<file path="config.mk">
export PLATFORM = sky130hd
export DESIGN_NAME = sensor_seq_detector_flat
export DESIGN_NICKNAME = d
export VERILOG_FILES = /design/src/rtl/sbqm_pkg.sv /design/src/rtl/sensor_seq_detector_if.sv /design/src/rtl/sensor_debounce.sv /design/src/rtl/sensor_seq_detector.sv /design/src/flat_wrapper.sv
export SDC_FILE = /design/constraint.sdc
export NUM_CORES = 1
export LEC_CHECK = 0
export BUFFER_PORTS_ARGS = -buffer_cell sky130_fd_sc_hd__buf_2
export CORE_MARGIN = 2
export CORE_UTILIZATION = 30
export CTS_BUF_LIST = sky130_fd_sc_hd__clkbuf_16
export DETAILED_ROUTE_END_ITERATION = 8
export PLACE_DENSITY = 0.54
export SYNTH_ARGS = -nofsm -noshare
export SYNTH_HDL_FRONTEND = slang
export SYNTH_SLANG_ARGS = --single-unit
</file>
<file path="constraint.sdc">
create_clock -name clk -period 2.1 [get_ports clk]
set_input_delay 0.105 -clock clk [delete_from_list [all_inputs] [get_ports clk]]
set_output_delay 0.105 -clock clk [all_outputs]
set_load 0.05 [all_outputs]
</file>
<file path="src/rtl/sbqm_pkg.sv">
// Shared types for the queue-gate beam sequence detector: FSM states, sensor
// codes and the pure transition function used by the top-level FSM register.
package sbqm_pkg;

    typedef enum logic [2:0] {
        IDLE,
        A_IN,
        AB_IN,
        B_IN,
        B_OUT,
        AB_OUT,
        A_OUT,
        WAIT_CLR
    } state_t;

    localparam logic [1:0] S_NONE = 2'b00;
    localparam logic [1:0] S_B    = 2'b01;
    localparam logic [1:0] S_A    = 2'b10;
    localparam logic [1:0] S_BOTH = 2'b11;

    typedef struct packed {
        state_t nxt;
        logic   inc;
        logic   dec;
        logic   err;
    } step_t;

    // Next state and pulse request for code s={a_d,b_d}; anything not listed stays.
    function automatic step_t fsm_step(input state_t cur, input logic [1:0] s);
        step_t r;
        r.nxt = cur;
        r.inc = 1'b0;
        r.dec = 1'b0;
        r.err = 1'b0;
        case (cur)
            IDLE: begin
                case (s)
                    S_A:     r.nxt = A_IN;
                    S_B:     r.nxt = B_OUT;
                    S_BOTH:  begin r.nxt = WAIT_CLR; r.err = 1'b1; end
                    default: r.nxt = IDLE;
                endcase
            end
            A_IN: begin
                case (s)
                    S_BOTH:  r.nxt = AB_IN;
                    S_NONE:  r.nxt = IDLE;
                    S_B:     begin r.nxt = WAIT_CLR; r.err = 1'b1; end
                    default: r.nxt = A_IN;
                endcase
            end
            AB_IN: begin
                case (s)
                    S_B:     r.nxt = B_IN;
                    S_A:     r.nxt = A_IN;
                    S_NONE:  begin r.nxt = IDLE; r.err = 1'b1; end
                    default: r.nxt = AB_IN;
                endcase
            end
            B_IN: begin
                case (s)
                    S_NONE:  begin r.nxt = IDLE; r.inc = 1'b1; end
                    S_BOTH:  r.nxt = AB_IN;
                    S_A:     begin r.nxt = WAIT_CLR; r.err = 1'b1; end
                    default: r.nxt = B_IN;
                endcase
            end
            B_OUT: begin
                case (s)
                    S_BOTH:  r.nxt = AB_OUT;
                    S_NONE:  r.nxt = IDLE;
                    S_A:     begin r.nxt = WAIT_CLR; r.err = 1'b1; end
                    default: r.nxt = B_OUT;
                endcase
            end
            AB_OUT: begin
                case (s)
                    S_A:     r.nxt = A_OUT;
                    S_B:     r.nxt = B_OUT;
                    S_NONE:  begin r.nxt = IDLE; r.err = 1'b1; end
                    default: r.nxt = AB_OUT;
                endcase
            end
            A_OUT: begin
                case (s)
                    S_NONE:  begin r.nxt = IDLE; r.dec = 1'b1; end
                    S_BOTH:  r.nxt = AB_OUT;
                    S_B:     begin r.nxt = WAIT_CLR; r.err = 1'b1; end
                    default: r.nxt = A_OUT;
                endcase
            end
            default: begin
                if (s == S_NONE) r.nxt = IDLE;
            end
        endcase
        return r;
    endfunction

endpackage

</file>
<file path="src/rtl/sensor_seq_detector_if.sv">
// Beam inputs and counter-side pulses of the gate sequence detector.
interface sensor_seq_detector_if;
    logic sens_a;
    logic sens_b;
    logic inc;
    logic dec;
    logic busy;
    logic err_abort;

    modport master (output sens_a, output sens_b,
                    input inc, input dec, input busy, input err_abort);
    modport slave  (input sens_a, input sens_b,
                    output inc, output dec, output busy, output err_abort);
endinterface

</file>
<file path="src/rtl/sensor_debounce.sv">
// Synchroniser plus stability filter for one raw beam sensor; level moves
// only after the synchronised input has differed for DEB_CYCLES straight cycles.
module sensor_debounce #(
    parameter int SYNC_STAGES = 2,
    parameter int DEB_CYCLES  = 4
) (
    input  logic clk,
    input  logic rst,
    input  logic raw,
    output logic level
);
    localparam int CW = (DEB_CYCLES > 1) ? $clog2(DEB_CYCLES) : 1;
    localparam logic [CW-1:0] CNT_LOAD = CW'(DEB_CYCLES - 1);

    logic [SYNC_STAGES-1:0] sync;
    logic [CW-1:0]          cnt;
    logic                   synced;

    assign synced = sync[SYNC_STAGES-1];

    // Down-counter reloads whenever the input agrees with level, so a bounce restarts it.
    always_ff @(posedge clk) begin
        if (rst) begin
            sync  <= '0;
            cnt   <= CNT_LOAD;
            level <= 1'b0;
        end else begin
            sync <= {sync[SYNC_STAGES-2:0], raw};
            if (synced == level) begin
                cnt <= CNT_LOAD;
            end else if (cnt == '0) begin
                level <= synced;
                cnt   <= CNT_LOAD;
            end else begin
                cnt <= cnt - CW'(1);
            end
        end
    end
endmodule

</file>
<file path="src/rtl/sensor_seq_detector.sv">
// Queue-gate beam sequence detector: debounced A/B beams drive an entry/exit
// FSM with a dwell timeout, producing single-cycle inc/dec/err_abort pulses.
//
//   state    | meaning
//   IDLE     | both beams clear, waiting
//   A_IN     | entry started, street beam only
//   AB_IN    | entry in progress, both beams
//   B_IN     | entry finishing, queue beam only
//   B_OUT    | exit started, queue beam only
//   AB_OUT   | exit in progress, both beams
//   A_OUT    | exit finishing, street beam only
//   WAIT_CLR | aborted, waiting for both beams clear
module sensor_seq_detector #(
    parameter int SYNC_STAGES    = 2,
    parameter int DEB_CYCLES     = 4,
    parameter int TIMEOUT_CYCLES = 1000
) (
    input logic                  clk,
    input logic                  rst,
    sensor_seq_detector_if.slave bus
);
    import sbqm_pkg::*;

    localparam int TO_W = $clog2(TIMEOUT_CYCLES + 1);
    localparam logic [TO_W-1:0] TO_LAST = TO_W'(TIMEOUT_CYCLES);

    logic            a_d;
    logic            b_d;
    logic [1:0]      s;
    state_t          state;
    logic [TO_W-1:0] timer;
    step_t           step;
    logic            timed_out;
    logic            inc_q;
    logic            dec_q;
    logic            err_q;

    sensor_debounce #(.SYNC_STAGES(SYNC_STAGES), .DEB_CYCLES(DEB_CYCLES)) u_deb_a (
        .clk   (clk),
        .rst   (rst),
        .raw   (bus.sens_a),
        .level (a_d)
    );

    sensor_debounce #(.SYNC_STAGES(SYNC_STAGES), .DEB_CYCLES(DEB_CYCLES)) u_deb_b (
        .clk   (clk),
        .rst   (rst),
        .raw   (bus.sens_b),
        .level (b_d)
    );

    assign s         = {a_d, b_d};
    assign step      = fsm_step(state, s);
    assign timed_out = (state != IDLE) && (state != WAIT_CLR) && (timer == TO_LAST);

    // Timeout wins over any transition seen in the same cycle.
    always_ff @(posedge clk) begin
        if (rst) begin
            state <= IDLE;
            timer <= '0;
            inc_q <= 1'b0;
            dec_q <= 1'b0;
            err_q <= 1'b0;
        end else if (timed_out) begin
            state <= WAIT_CLR;
            timer <= '0;
            inc_q <= 1'b0;
            dec_q <= 1'b0;
            err_q <= 1'b1;
        end else begin
            state <= step.nxt;
            inc_q <= step.inc;
            dec_q <= step.dec;
            err_q <= step.err;
            if (state == IDLE || step.nxt != state) begin
                timer <= '0;
            end else if (timer != TO_LAST) begin
                timer <= timer + TO_W'(1);
            end
        end
    end

    assign bus.inc       = inc_q;
    assign bus.dec       = dec_q;
    assign bus.err_abort = err_q;
    assign bus.busy      = (state != IDLE);
endmodule

</file>
<file path="src/flat_wrapper.sv">
// flat-port wrapper written by rule: the top's interface ports become plain ports
module sensor_seq_detector_flat import sbqm_pkg::*;
#(
    parameter int SYNC_STAGES    = 2,
    parameter int DEB_CYCLES     = 4,
    parameter int TIMEOUT_CYCLES = 1000
)
  (clk, rst, bus_sens_a, bus_sens_b, bus_inc, bus_dec, bus_busy, bus_err_abort);
  sensor_seq_detector_if bus_i ();
  input logic clk;
  input logic rst;
  input wire logic [$bits(bus_i.sens_a)-1:0] bus_sens_a;
  input wire logic [$bits(bus_i.sens_b)-1:0] bus_sens_b;
  output wire logic [$bits(bus_i.inc)-1:0] bus_inc;
  output wire logic [$bits(bus_i.dec)-1:0] bus_dec;
  output wire logic [$bits(bus_i.busy)-1:0] bus_busy;
  output wire logic [$bits(bus_i.err_abort)-1:0] bus_err_abort;
  assign bus_i.sens_a = bus_sens_a;
  assign bus_i.sens_b = bus_sens_b;
  assign bus_inc = bus_i.inc;
  assign bus_dec = bus_i.dec;
  assign bus_busy = bus_i.busy;
  assign bus_err_abort = bus_i.err_abort;
  sensor_seq_detector #(.SYNC_STAGES(SYNC_STAGES), .DEB_CYCLES(DEB_CYCLES), .TIMEOUT_CYCLES(TIMEOUT_CYCLES)) u_core (.clk(clk), .rst(rst), .bus(bus_i));
endmodule
</file>
After elaboration in Yosys (flattened, before gate mapping)
Cells that the tools add are included.
{ "word_totals": {"ram_bits": 0, "reg_bits": 26, "wordCells": 67, "mem_count": 0, "rom_bits": 0, "inputBits": 4, "latchBits": 0} }
{ "classes": {"addsub": 3, "n_mul": 0, "n_eq_ne": 15, "magnitude_cmp": 0, "n_shift": 0, "n_reduce_logical": 18, "muxes": 16, "div_mod_pow": 0, "bitwise_logic": 4} }
{ "op_table": {"columns": ["operator", "n"], "rows": [
  ["3-bit case mux with 3 select lines", 6],
  ["3-bit case mux with 7 select lines", 1],
  ["3-bit OR reduction", 5],
  ["10-bit by 1-bit adder with 10-bit output, second input constant", 1],
  ["10-bit equality test, second input constant", 1],
  ["10-bit != test, second input constant", 1],
  ["3-bit equality test, second input constant", 3],
  ["3-bit by 2-bit equality test with 1-bit output, second input constant", 2],
  ["2-bit logical NOT", 3],
  ["3-bit two-way mux", 2],
  ["2-bit case mux with 3 select lines", 1],
  ["2-bit OR reduction", 3],
  ["1-bit two-way mux", 5],
  ["2-bit equality test, second input constant", 2],
  ["1-bit NOT", 4],
  ["1-bit case mux with 4 select lines", 1],
  ["2-bit AND reduction", 2],
  ["2-bit by 1-bit subtractor with 2-bit output, second input constant", 2],
  ["3-bit by 1-bit equality test with 1-bit output, second input constant", 1],
  ["3-bit logical NOT", 1],
  ["3-bit != test", 1],
  ["3-bit != test, second input constant", 1],
  ["3-bit nonzero test", 1],
  ["1-bit equality test", 2],
  ["3 further kinds", 4]
]} }

Logic depth before layout (Yosys ltp)
Gate-level depths: netlist (run 1).
{ "depth": {"word_depth": 6, "ltp_mapped": 7, "ltp_nobuf": 7} }

Cells and area by module
Synthesis (run 1) repeated with hierarchy kept, for this count alone.
{ "hier_totals": {"hier_cells": 161, "area_unflattened_um2": 1491.4} }
{ "by_module_without_submodules": {"columns": ["mod", "instances", "area_each_um2", "cells_per_inst", "seq_area_each_um2"], "rows": [
  ["sensor_seq_detector", 1, 1153.6, 129, 320.3],
  ["sensor_debounce", 2, 168.9, 16, 100.1]
]} }

Least setup slack after synthesis (run 1)
Ideal clock, no wire load.
{ "synth_timing": {"path_kind": "reg-to-reg", "startpoint": "reg u_core.u_deb_b.level", "endpoint": "reg u_core.timer[0]", "slack_ps": -100, "stages_incl_launch_ff": 8, "arrival_time_ps": 2110, "synth_period_minus_slack_ps": 2200, "setup_ps": 90, "required_ps": 2010, "path_buffers": 0, "path_cell_list": "dfxtp_1 -> inv_1 -> ha_1 -> or2b_1 -> a311oi_2 -> o221ai_2 -> mux2_4 -> nor4_2"} }
{ "synth_between": {"elab_chain_len": 6} }
{ "synth_lines": {"columns": ["element", "line", "rtl"], "rows": [
  ["start: declaration", "sensor_debounce.sv:10", "output logic level"],
  ["start signal: assignment", "sensor_debounce.sv:32", "level <= synced;"],
  ["2-bit by 1-bit equality test with 1-bit output (tied with other cells)", null, null],
  ["3-bit case mux with 3 select lines (tied with other cells)", "sbqm_pkg.sv:85", "case (s)"],
  ["3-bit case mux with 7 select lines *", "sbqm_pkg.sv:35", "case (cur)"],
  ["3-bit != test *", "sensor_seq_detector.sv:75", "if (state == IDLE || step.nxt != state) begin"],
  ["1-bit logical OR *", "sensor_seq_detector.sv:75", null],
  ["3-bit OR reduction (no line) *", null, null],
  ["end signal: assignment", "sensor_seq_detector.sv:78", "timer <= timer + TO_W'(1);"],
  ["end: declaration", "sensor_seq_detector.sv:31", "logic [TO_W-1:0] timer;"]
]} }
Mark *: on every way between the ends. The rest lies on a longest branch, timed or not.
A chain may end at the register's enable or synchronous reset.

Final worst setup path (run 1)
{ "layout_timing": {"startpoint": "reg u_core.u_deb_b.level", "endpoint": "reg u_core.timer[5]"} }
The elaborated chain is that of the path after synthesis.

==> Implementation_results.wiki, run 1 <==
{| class="wikitable"
! Metric !! Value
|-
| Pin count of the biggest net entering global routing || 19
|-
| Peak supply drop || between 300 and 400 uV
|-
| Core Region || around 0.0048 mm2
|-
| Setup bufs post-CTS || 0
|-
| Post-synth EDFFs || 0
|-
| Die ar. || 0.00561 mm2
|-
| Number of global-route vias before repair || 1168
|-
| Wire per inst || 12.5 um
|-
| GRT Overall Usage || 12.5%
|-
| Min Clock Period, post-route || 2.05 ns
|-
| Fill cell count || 463
|-
| Clock tree from TritonCTS || built
|-
| Max-slew violation total from the final report || 0
|-
| Clock buffers created by TritonCTS || 3
|-
| Sum of net half-perimeters after detailed placement || 2060 um
|-
| CP Class || flip-flop to flip-flop
|-
| Largest area contributor in the synthesized netlist || sky130_fd_sc_hd__dfxtp_1
|-
| Width of the die || 74.9 um
|-
| Congestion Overflow GR || 0
|-
| Final setup skew || roughly 0.0037 ns
|-
| Chip height || 74.9 um
|-
| Arrival time of the worst setup path || 2.21 ns
|-
| Share of flip-flops with an asynchronous set or reset after synthesis || 0%
|-
| Core occupancy in the finished layout || 40.6%
|-
| Antenna Diode Count || 0
|-
| Summed area of non-filler cells in the final layout || 0.00194 mm2
|-
| Drt total wl || between 3000 and 4000 um
|-
| Post-synthesis instance area || 0.00151 mm2
|-
| Worst reg2reg endpoint || u_core.timer[5]
|-
| Row count || 25
|-
| Endpoint with the worst hold slack || u_core.u_deb_b.sync[0]
|-
| P&R area growth vs syn || 28.9%
|-
| Cell with the most instances after synthesis || sky130_fd_sc_hd__dfxtp_1
|-
| Slew at the pin closest to its max-slew limit || approximately 0.39 ns
|-
| Sequential share of the synthesized area || 34.5%
|-
| Number of max-capacitance violations reported || 0
|-
| Power density relative to cell area || 471 mW/mm2
|-
| Result of the run || finished clean
|-
| Total nets after synthesis || between 150 and 200
|-
| Dpl cell area || 0.00173 mm2
|-
| Latest clock arrival within the worst-skew pair || 0.25 ns
|-
| Distinct cell type count of the synthesized netlist || between 40 and 50
|-
| Startpoint Class || flip-flop
|-
| Worst path required time || ~2.3 ns
|-
| First-pass GRT wire length || 5340 um
|-
| Start point of the worst hold path || bus_sens_b
|-
| Area contributors post-synth || sky130_fd_sc_hd__dfxtp_1 35%, sky130_fd_sc_hd__ha_1 9.1%, sky130_fd_sc_hd__nor4_2 8.3%
|-
| Total count of hold-check failures in the final report || 0
|-
| Critical-path maximum fanout || 5
|-
| Buffers added on ports || 7
|-
| Via count normalized by instance count || 4.89
|-
| Initial standard-cell utilization of the core || 31.5%
|-
| Number of nets in the layout || just under 200
|-
| Most used flip-flop cell after synthesis || sky130_fd_sc_hd__dfxtp_1
|-
| RSZ-0062 raised after global routing || true
|-
| Initial drt markers || 71
|-
| WHS || 0.0606 ns
|-
| Antenna violations before repair || 0
|-
| Min-Delay Path Class || input pin to flip-flop
|-
| Critical Path End Type || flip-flop
|-
| Startpoint of the lowest-slack register-to-register path || u_core.u_deb_b.level
|-
| Post-route DRC || 0
|-
| Vias after detailed routing || 1218
|-
| Fraction of final layout cells with drive strength greater than 1 || between 30% and 40%
|-
| Cts hold-fix bufs || 0
|-
| Tightest slew margin relative to the limit || 73.8%
|-
| Cell leakage power || approximately 0.74 nW
|-
| Maximum frequency from static timing analysis || 487 MHz
|-
| Number of instances in the synthesized netlist || 158
|-
| Final clock period utilization by the worst path || around 98%
|-
| Fraction of post-synthesis cell area in the top cell type by area || between 30% and 40%
|-
| Average instance area after synthesis || around 9.5 um2
|-
| Clock root cell || sky130_fd_sc_hd__clkbuf_16
|-
| Setup violations, final || 0
|-
| Reg2Reg Depth || 6
|-
| #FFs+latches synth || 26
|-
| Clock-pin transition on the worst setup and hold timing paths || 0.06 ns
|-
| Total of warnings raised by yosys || 0
|-
| Number of detailed-routing iterations run before antenna repair || 4
|-
| Number of cells on the worst hold path || 2
|-
| RD Place Congestion || ~0.81
|-
| Routed Antenna Nets || 0
|-
| Maximum buffer depth of the clock tree || 2
|-
| Synth top cells by count || 26 x sky130_fd_sc_hd__dfxtp_1, 14 x sky130_fd_sc_hd__nand2_1, 11 x sky130_fd_sc_hd__ha_1
|-
| Total number of clock tree sinks || 26
|-
| I/O pin total || 8
|-
| Register-to-register path setup slack || about 0.048 ns
|-
| Number of H-tree levels || 1
|}
stage by stage:
step / setup WS [ns] / power [mW] / TNS, ns / cells
final: 0.0478 / 0.915 / 0 / 249
after CTS: 0.0226 / 0.933 / 0 / 249
after floorplan: 0.0194 / 0.518 / 0 / 158
after detailed placement: -0.110 / 0.523 / -0.545 / 243
after global placement: -0.0295 / 0.523 / -0.275 / 243
after global routing: -0.0229 / 0.960 / -0.0836 / 249
layout make-up:
type,count,area (um2),area share (%)
multi-input combinational,118,1030,53.0
sequential,26,528,27.2
timing repair buffer,24,183,9.40
tap,67,83.8,4.31
clock buffer,3,75.1,3.86
inverter,10,40.0,2.06
clock inverter,1,3.75,0.193
how the worst max path moves through the flow:
stage	from	end
final	u_core.u_deb_b.level	u_core.timer[5]
after global routing	u_core.u_deb_b.level	u_core.timer[1]
after detailed placement	u_core.u_deb_b.level	u_core.timer[5]
after floorplan	u_core.u_deb_a.level	u_core.timer[0]
after global placement	u_core.u_deb_b.level	u_core.timer[5]
after CTS	u_core.u_deb_b.level	u_core.timer[5]
where the power goes:
part / internal (mW) / total, mW / switching [mW]
combinational: 0.00618 / 0.0131 / 0.00690
clock: 0.254 / 0.405 / 0.151
sequential: 0.495 / 0.497 / 0.00175
total: 0.755 / 0.915 / 0.159
critical path, cell delays in order, from the launching register on:
cell and delay (ns):
sky130_fd_sc_hd__dfxtp_4 0.37, sky130_fd_sc_hd__ha_1 0.20, sky130_fd_sc_hd__or3_4 0.36, sky130_fd_sc_hd__a311oi_2 0.26
sky130_fd_sc_hd__o221ai_2 0.21, sky130_fd_sc_hd__mux2_4 0.40, sky130_fd_sc_hd__nor4_4 0.16
layout by cell type, fill, tap and decap left out, types with 7 or more instances in the layout:
master	Yosys	final
sky130_fd_sc_hd__dfxtp_1	26	24
sky130_fd_sc_hd__nand2_1	14	14
sky130_fd_sc_hd__buf_4	1	14
sky130_fd_sc_hd__nand3_1	9	9
sky130_fd_sc_hd__inv_1	10	8
sky130_fd_sc_hd__nor2_1	8	8
sky130_fd_sc_hd__nor4_2	10	8
sky130_fd_sc_hd__xnor2_1	7	7
sky130_fd_sc_hd__ha_1	11	7
sky130_fd_sc_hd__buf_2	3	7
logic make-up (layout without fill, tap and decap cells):
group           Yosys count  after routing  synth area share, %
simple gates             66             66                 28.1
flops                    26             26                 34.5
compound gates           21             21                 10.4
buf+inv                  16             38                 5.48
fa+ha+maj                11             11                 9.13
xor+xnor                 10             10                 5.81
mux                       8             10                 6.64
registers in the layout, summed over array words and instances, names as in the netlist:
name / cells
u_core.bus.err_abort: 1
u_core.state: 3
u_core.u_deb_b.cnt: 2
u_core.bus.dec: 1
u_core.timer: 10
u_core.u_deb_a.cnt: 2
u_core.u_deb_a.level: 1
u_core.u_deb_b.level: 1
u_core.u_deb_b.sync: 2
u_core.bus.inc: 1
u_core.u_deb_a.sync: 2
per-layer routing:
metal / track usage [%] / share of wire (%) / vias up
li1: - / - / 621
met3: 2.81 / 4.1 / 2
met1: 16.3 / 46 / 566
met2: 20.6 / 50 / 29
met4: 3.77 / 0.71 / 0
met5: 0 / 0 / -
what timing repair did:
item	4_1_cts	5_1_grt
resized for setup	10	11
pin swaps	14	3
cloned	2	0
setup endpoints to repair	10	10
(Power assumes the default switching activity.)
==> inputs of run 2 (changes only) <==
--- a/config.mk
+++ b/config.mk
@@ -10,7 +10,8 @@
 export CORE_UTILIZATION = 30
 export CTS_BUF_LIST = sky130_fd_sc_hd__clkbuf_16
 export DETAILED_ROUTE_END_ITERATION = 8
-export PLACE_DENSITY = 0.54
+export MAX_ROUTING_LAYER = met4
+export PLACE_DENSITY_LB_ADDON = 0.05
 export SYNTH_ARGS = -nofsm -noshare
 export SYNTH_HDL_FRONTEND = slang
 export SYNTH_SLANG_ARGS = --single-unit
==> Implementation_results.wiki, run 2 (synthesis results as in run 1) <==
{| class="wikitable"
! Metric !! Value
|-
| Number of max-capacitance violations reported || 0
|-
| Most common library cell in the layout ignoring fill and taps || sky130_fd_sc_hd__dfxtp_1
|-
| Startpoint Class || flip-flop
|-
| Power density relative to cell area || approximately 500 mW/mm2
|-
| Register containing the most flip-flops in the final layout || u_core.timer
|-
| Fraction of power spent switching nets || 18.3%
|-
| Cell mode on critical path || sky130_fd_sc_hd__buf_6
|-
| Antenna violations before repair || 0
|-
| Largest registers ranked by flip-flop count || u_core.timer x10, u_core.state x3
|-
| Pre-CTS worst setup slack || -0.0758 ns
|-
| Antenna Diode Count || 0
|-
| Maximum buffer depth of the clock tree || 2
|-
| Buffers plus inverters on the worst setup path || 2
|-
| Drt total wl || roughly 3500 um
|-
| Final setup skew || 0.00257 ns
|-
| GRT Overall Usage || 14.0%
|-
| Highest-count cells in the layout ignoring fill and taps || 24 x sky130_fd_sc_hd__dfxtp_1, 20 x sky130_fd_sc_hd__buf_4, 14 x sky130_fd_sc_hd__nand2_1, 9 x sky130_fd_sc_hd__nand3_1
|-
| Post-route DRC || 0
|-
| Reg2Reg Depth || 8
|-
| Latest clock arrival within the worst-skew pair || 0.26 ns
|-
| I/O pin total || 8
|-
| Slowest cell on crit path || sky130_fd_sc_hd__o41a_1
|-
| Clock-pin transition on the worst setup and hold timing paths || around 0.070 ns
|-
| Proportion of power drawn by combinational gates || 1.3%
|-
| Core Region || roughly 0.0048 mm2
|-
| Start point of the worst hold path || bus_sens_a
|-
| Clock buffers created by TritonCTS || 3
|-
| Largest register FFs || 10
|-
| Largest stage delay, worst path || 0.46 ns
|-
| Cell-internal power || 0.833 mW
|-
| Cell leakage power || roughly 0.75 nW
|-
| Row count || 25
|-
| Initial drt markers || 100
|-
| Wire per inst || 13.6 um
|-
| Setup slack after layout || 0.00352 ns
|-
| Cts hold-fix bufs || 0
|-
| Buffers added on ports || 7
|-
| Sum of net half-perimeters after detailed placement || approximately 2400 um
|-
| Peak supply drop || around 290 uV
|-
| Top cell family by delay on the critical path || compound AO/OA/AOI/OAI gates
|-
| Number of detailed-routing iterations run before antenna repair || 4
|-
| Slew at the pin closest to its max-slew limit || 0.312 ns
|-
| Sw Pwr || 0.186 mW
|-
| Total count of hold-check failures in the final report || 0
|-
| P&R area growth vs syn || 34.7%
|-
| Number of cells on the worst hold path || 2
|-
| Result of the run || finished clean
|-
| Share of power burned in registers || approximately half
|-
| Worst reg2reg endpoint || u_core.timer[0]
|-
| Congestion Overflow GR || 0
|-
| Min-Delay Path Class || input pin to flip-flop
|-
| Via count normalized by instance count || approximately 5
|-
| Pin count of the biggest net entering global routing || 16
|-
| Startpoint of the lowest-slack register-to-register path || u_core.u_deb_b.level
|-
| Number of global-route vias before repair || 1226
|-
| Endpoint with the worst hold slack || u_core.u_deb_a.sync[0]
|-
| Max-slew violation total from the final report || 0
|-
| Width of the die || 74.9 um
|-
| Final clock period utilization by the worst path || 99.8%
|-
| Number of H-tree levels || 1
|-
| Critical Path End Type || flip-flop
|-
| RSZ-0062 raised after global routing || true
|-
| Portion of total power attributed to the clock network || 49.9%
|-
| Critical-path maximum fanout || 5
|-
| Number of nets in the layout || approximately 200
|-
| RD Place Congestion || 0.790
|-
| Setup_tns || 0 ns
|-
| Min Clock Period, post-route || 2.10 ns
|-
| Register-to-register path setup slack || approximately 0.0035 ns
|-
| Vias after detailed routing || 1283
|-
| Tightest slew margin relative to the limit || 78.6%
|-
| Total number of clock tree sinks || 26
|-
| Die ar. || 0.00561 mm2
|-
| Fraction of final layout cells with drive strength greater than 1 || around a third
|-
| Initial standard-cell utilization of the core || 31.5%
|-
| Routed Antenna Nets || 0
|-
| Worst path required time || 2.27 ns
|-
| Clock root cell || sky130_fd_sc_hd__clkbuf_16
|-
| Chip height || 74.9 um
|-
| CP Class || flip-flop to flip-flop
|-
| Maximum frequency from static timing analysis || about 480 MHz
|-
| Cell-by-cell trace of the critical path || buf_6, ha_4, buf_6, nor2_2, o41a_1, o221ai_4, mux2_4, nor4_4
|-
| Clock tree from TritonCTS || built
|-
| Arrival time of the worst setup path || 2.27 ns
|-
| First-pass GRT wire length || 5720 um
|-
| Setup violations, final || 0
|}
-- run 2: routing by layer --
metal  share of wire, %  vias up  track usage [%]  routed length [um]
li1                   -      629                -                   -
met3                3.3        6             2.41                 116
met2                 49       25             23.5                1730
met1                 46      623             17.1                1590
met5                  0        -                -                   0
met4                1.7        0             4.17                  58
-- run 2: worst register-to-register path, stage by stage, from the launching register on --
cell and delay (ns):
sky130_fd_sc_hd__dfxtp_4 0.38, sky130_fd_sc_hd__buf_6 0.11, sky130_fd_sc_hd__ha_4 0.12, sky130_fd_sc_hd__buf_6 0.09, sky130_fd_sc_hd__nor2_2 0.04, sky130_fd_sc_hd__o41a_1 0.46, sky130_fd_sc_hd__o221ai_4 0.26, sky130_fd_sc_hd__mux2_4 0.40
sky130_fd_sc_hd__nor4_4 0.15
-- run 2: area by class of cell --
type | instances | area, um2
clock buffer | 4 | 100
fill | 486 | 2760
inverter | 10 | 42.5
multi-input combinational | 118 | 1040
sequential | 26 | 528
tap | 67 | 83.8
timing repair buffer | 31 | 239
-- run 2: power by group through the flow --
stage | logic, mW | registers (mW) | clock network, mW
final | 0.0136 | 0.497 | 0.508
after global routing | 0.0156 | 0.497 | 0.555
after CTS | 0.0139 | 0.498 | 0.526
after detailed placement | 0.0139 | 0.510 | 0
after global placement | 0.0134 | 0.509 | 0
after floorplan | 0.00857 | 0.509 | 0
-- run 2: per-stage QoR --
step / instance area, um2 / hold slack, ns / cells / utilization (%) / total power [mW]
after global routing: 2030 / 0.0690 / 256 / 42.4 / 1.07
after detailed placement: 1760 / 0.328 / 247 / 36.8 / 0.524
after CTS: 1900 / 0.0518 / 253 / 39.7 / 1.04
final: 2030 / 0.0525 / 256 / 42.4 / 1.02
after global placement: 1760 / 0.319 / 247 / 36.8 / 0.523
after floorplan: 1520 / 0.177 / 158 / - / 0.518
-- run 2: what timing repair did --
item,in CTS,in global routing
pin swaps,5,12
resized for setup,4,19
setup buffers,0,3
endpoints found under the setup margin,10,10
endpoints found under the hold margin,0,0
cloned,2,0
-- run 2: worst max path at each step --
stage | from | to | cells after the start
2_1_floorplan | u_core.u_deb_a.level | u_core.timer[0] | 7
3_3_place_gp | u_core.u_deb_b.level | u_core.timer[1] | 7
3_5_place_dp | u_core.u_deb_b.level | u_core.timer[8] | 7
4_1_cts | u_core.u_deb_a.level | u_core.timer[0] | 7
5_1_grt | u_core.u_deb_b.level | u_core.timer[3] | 8
6_report | u_core.u_deb_b.level | u_core.timer[0] | 8
==> inputs of run 3 (changes only) <==
--- a/config.mk
+++ b/config.mk
@@ -6,6 +6,7 @@
 export NUM_CORES = 1
 export LEC_CHECK = 0
 export BUFFER_PORTS_ARGS = -buffer_cell sky130_fd_sc_hd__buf_2
+export CORE_ASPECT_RATIO = 0.7
 export CORE_MARGIN = 2
 export CORE_UTILIZATION = 30
 export CTS_BUF_LIST = sky130_fd_sc_hd__clkbuf_16
==> constraint.sdc (replaced) <==
create_clock -name clk -period 2.1 [get_ports clk]
set_input_delay 0.105 -clock clk [delete_from_list [all_inputs] [get_ports clk]]
set_output_delay 0.105 -clock clk [all_outputs]
set_load 0.01 [all_outputs]
==> Implementation_results.wiki, run 3 (synthesis results as in run 1) <==
{| class="wikitable"
! Metric !! Value
|-
| Initial drt markers || 49
|-
| Final setup skew || approximately 0.0025 ns
|-
| Wire per inst || 13.1 um
|-
| Arrival time of the worst setup path || 2.26 ns
|-
| Max-slew violation total from the final report || 0
|-
| Final clock period utilization by the worst path || 99.5%
|-
| Largest registers ranked by flip-flop count || u_core.timer x10, u_core.state x3
|-
| Antenna violations before repair || 0
|-
| Count of placed standard cells including taps || 250
|-
| Min Clock Period, post-route || 2.09 ns
|-
| Pin count of the biggest net entering global routing || 16
|-
| Tightest slew margin relative to the limit || 78.5%
|-
| Critical Path Source || u_core.u_deb_a.level
|-
| Sum of net half-perimeters after detailed placement || 2560 um
|-
| Drt total wl || 3390 um
|-
| Number of nets in the layout || 206
|-
| Fraction of power spent switching nets || 16.6%
|-
| CP Class || flip-flop to flip-flop
|-
| Sw Pwr || ~0.18 mW
|-
| Antenna Diode Count || 0
|-
| Slew at the pin closest to its max-slew limit || 0.322 ns
|-
| Summed area of non-filler cells in the final layout || 0.00200 mm2
|-
| Maximum frequency from static timing analysis || 478 MHz
|-
| Core Region || between 0.004 and 0.005 mm2
|-
| Via count normalized by instance count || 4.75
|-
| Initial standard-cell utilization of the core || 31.4%
|-
| Routed Antenna Nets || 0
|-
| Result of the run || finished clean
|-
| Dpl cell area || approximately 0.0018 mm2
|-
| Setup violations, final || 0
|-
| Number of detailed-routing iterations run before antenna repair || 4
|-
| RD Place Congestion || 0.789
|-
| Most common library cell in the layout ignoring fill and taps || sky130_fd_sc_hd__buf_4
|-
| Congestion Overflow GR || 0
|-
| Post-route DRC || 0
|-
| Startpoint of the lowest-slack register-to-register path || u_core.u_deb_a.level
|-
| Total number of clock tree sinks || 26
|-
| Cell leakage power || 0.745 nW
|-
| Buffers added on ports || 7
|-
| Vias after detailed routing || roughly 1200
|-
| Width of the die || 88.7 um
|-
| Finished Layout Cells || 259
|-
| Latest clock arrival within the worst-skew pair || 0.26 ns
|-
| Pre-CTS worst setup slack || -0.0759 ns
|-
| I/O pin total || 8
|-
| Worst path required time || 2.27 ns
|-
| Fraction of final layout cells with drive strength greater than 1 || a little over a third
|-
| Critical Path End Type || flip-flop
|-
| Startpoint Class || flip-flop
|-
| Maximum buffer depth of the clock tree || 2
|-
| Peak supply drop || 265 uV
|-
| Row count || 21
|-
| Register containing the most flip-flops in the final layout || u_core.timer
|-
| Clock buffers created by TritonCTS || 3
|-
| Total count of hold-check failures in the final report || 0
|-
| Clock tree from TritonCTS || built
|-
| Setup slack after layout || 0.0100 ns
|-
| Cell-internal power || 0.880 mW
|-
| Min-Delay Path Class || input pin to flip-flop
|-
| Number of global-route vias before repair || 1198
|-
| Highest-count cells in the layout ignoring fill and taps || 25 x sky130_fd_sc_hd__buf_4, 24 x sky130_fd_sc_hd__dfxtp_1, 14 x sky130_fd_sc_hd__nand2_1, 9 x sky130_fd_sc_hd__nand3_1
|-
| Cts hold-fix bufs || 0
|-
| First-pass GRT wire length || 5790 um
|-
| GRT Overall Usage || approximately 14%
|-
| RSZ-0062 raised after global routing || true
|-
| P&R area growth vs syn || 32.8%
|-
| Proportion of power drawn by combinational gates || roughly 1.3%
|-
| Number of H-tree levels || 1
|-
| Largest register FFs || 10
|-
| Number of max-capacitance violations reported || 0
|-
| Power density relative to cell area || 527 mW/mm2
|-
| Share of power burned in registers || 47.1%
|-
| Clock root cell || sky130_fd_sc_hd__clkbuf_16
|-
| Critical-path maximum fanout || 5
|-
| Start point of the worst hold path || bus_sens_b
|-
| Chip height || 63.3 um
|-
| Portion of total power attributed to the clock network || 51.6%
|-
| Clock-pin transition on the worst setup and hold timing paths || ~0.06 ns
|-
| Die ar. || between 0.005 and 0.006 mm2
|-
| Sum of internal, switching and leakage power || 1.06 mW
|}
## run 3: what timing repair did
action	in CTS	in global routing
gates cloned	2	0
resized for setup	5	13
hold endpoints to repair	0	0
endpoints found under the setup margin	10	10
setup buffers	0	3
pin swaps	10	5
## run 3: stage by stage
step | utilization [%] | setup TNS [ns] | hold slack [ns]
2_1_floorplan | - | 0 | 0.177
3_3_place_gp | 36.5 | -0.259 | 0.312
3_5_place_dp | 36.5 | -0.543 | 0.318
4_1_cts | 39.6 | -0.0929 | 0.0473
5_1_grt | 41.6 | -0.664 | 0.0510
6_report | 41.6 | 0 | 0.0505
## run 3: area by class of cell
cell class / instances / area (um2)
fillers: 507 / 2810
well taps: 69 / 86.3
inverters: 10 / 42.5
repair buffers: 32 / 223
clock inverters: 1 / 30.0
clock buffers: 3 / 75.1
flip-flops and latches: 26 / 528
multi-input cells: 118 / 1020
## run 3: per-layer routing
layer  global-route usage, %  up-vias  share of wire, %
met5                       -        -                 0
met4                    1.70        0                 0
met3                    3.54        0               2.7
met2                    19.6       13                45
met1                    19.7      587                52
li1                        -      630                 -
## run 3: path summary, 6_finish.rpt
| check | cells after the start | slack [ns] | endpoint |
|---|---|---|---|
| worst max register to register | 8 | 0.01 | u_core.timer[0] |
| worst max-delay path | 8 | 0.01 | u_core.timer[0] |
| worst min-delay path | 2 | 0.05 | u_core.u_deb_b.sync[0] |
| worst min register to register | 1 | 0.38 | u_core.u_deb_b.cnt[0] |
## run 3: worst max-delay path: stages (launching register included)
cell and delay (ns):
sky130_fd_sc_hd__dfxtp_4 0.38, sky130_fd_sc_hd__inv_4 0.06, sky130_fd_sc_hd__ha_4 0.23, sky130_fd_sc_hd__or2b_1 0.22, sky130_fd_sc_hd__a311oi_2 0.28, sky130_fd_sc_hd__o221ai_2 0.15
sky130_fd_sc_hd__buf_4 0.16, sky130_fd_sc_hd__mux2_4 0.35, sky130_fd_sc_hd__nor4_2 0.16
## run 3: power groups by stage
stage               sequential (mW)  clock [mW]  combinational, mW
CTS                           0.497       0.561             0.0136
global route                  0.497       0.592             0.0154
detailed placement            0.509           0             0.0136
floorplan                     0.509           0            0.00857
global placement              0.509           0             0.0134
finish                        0.497       0.545             0.0134
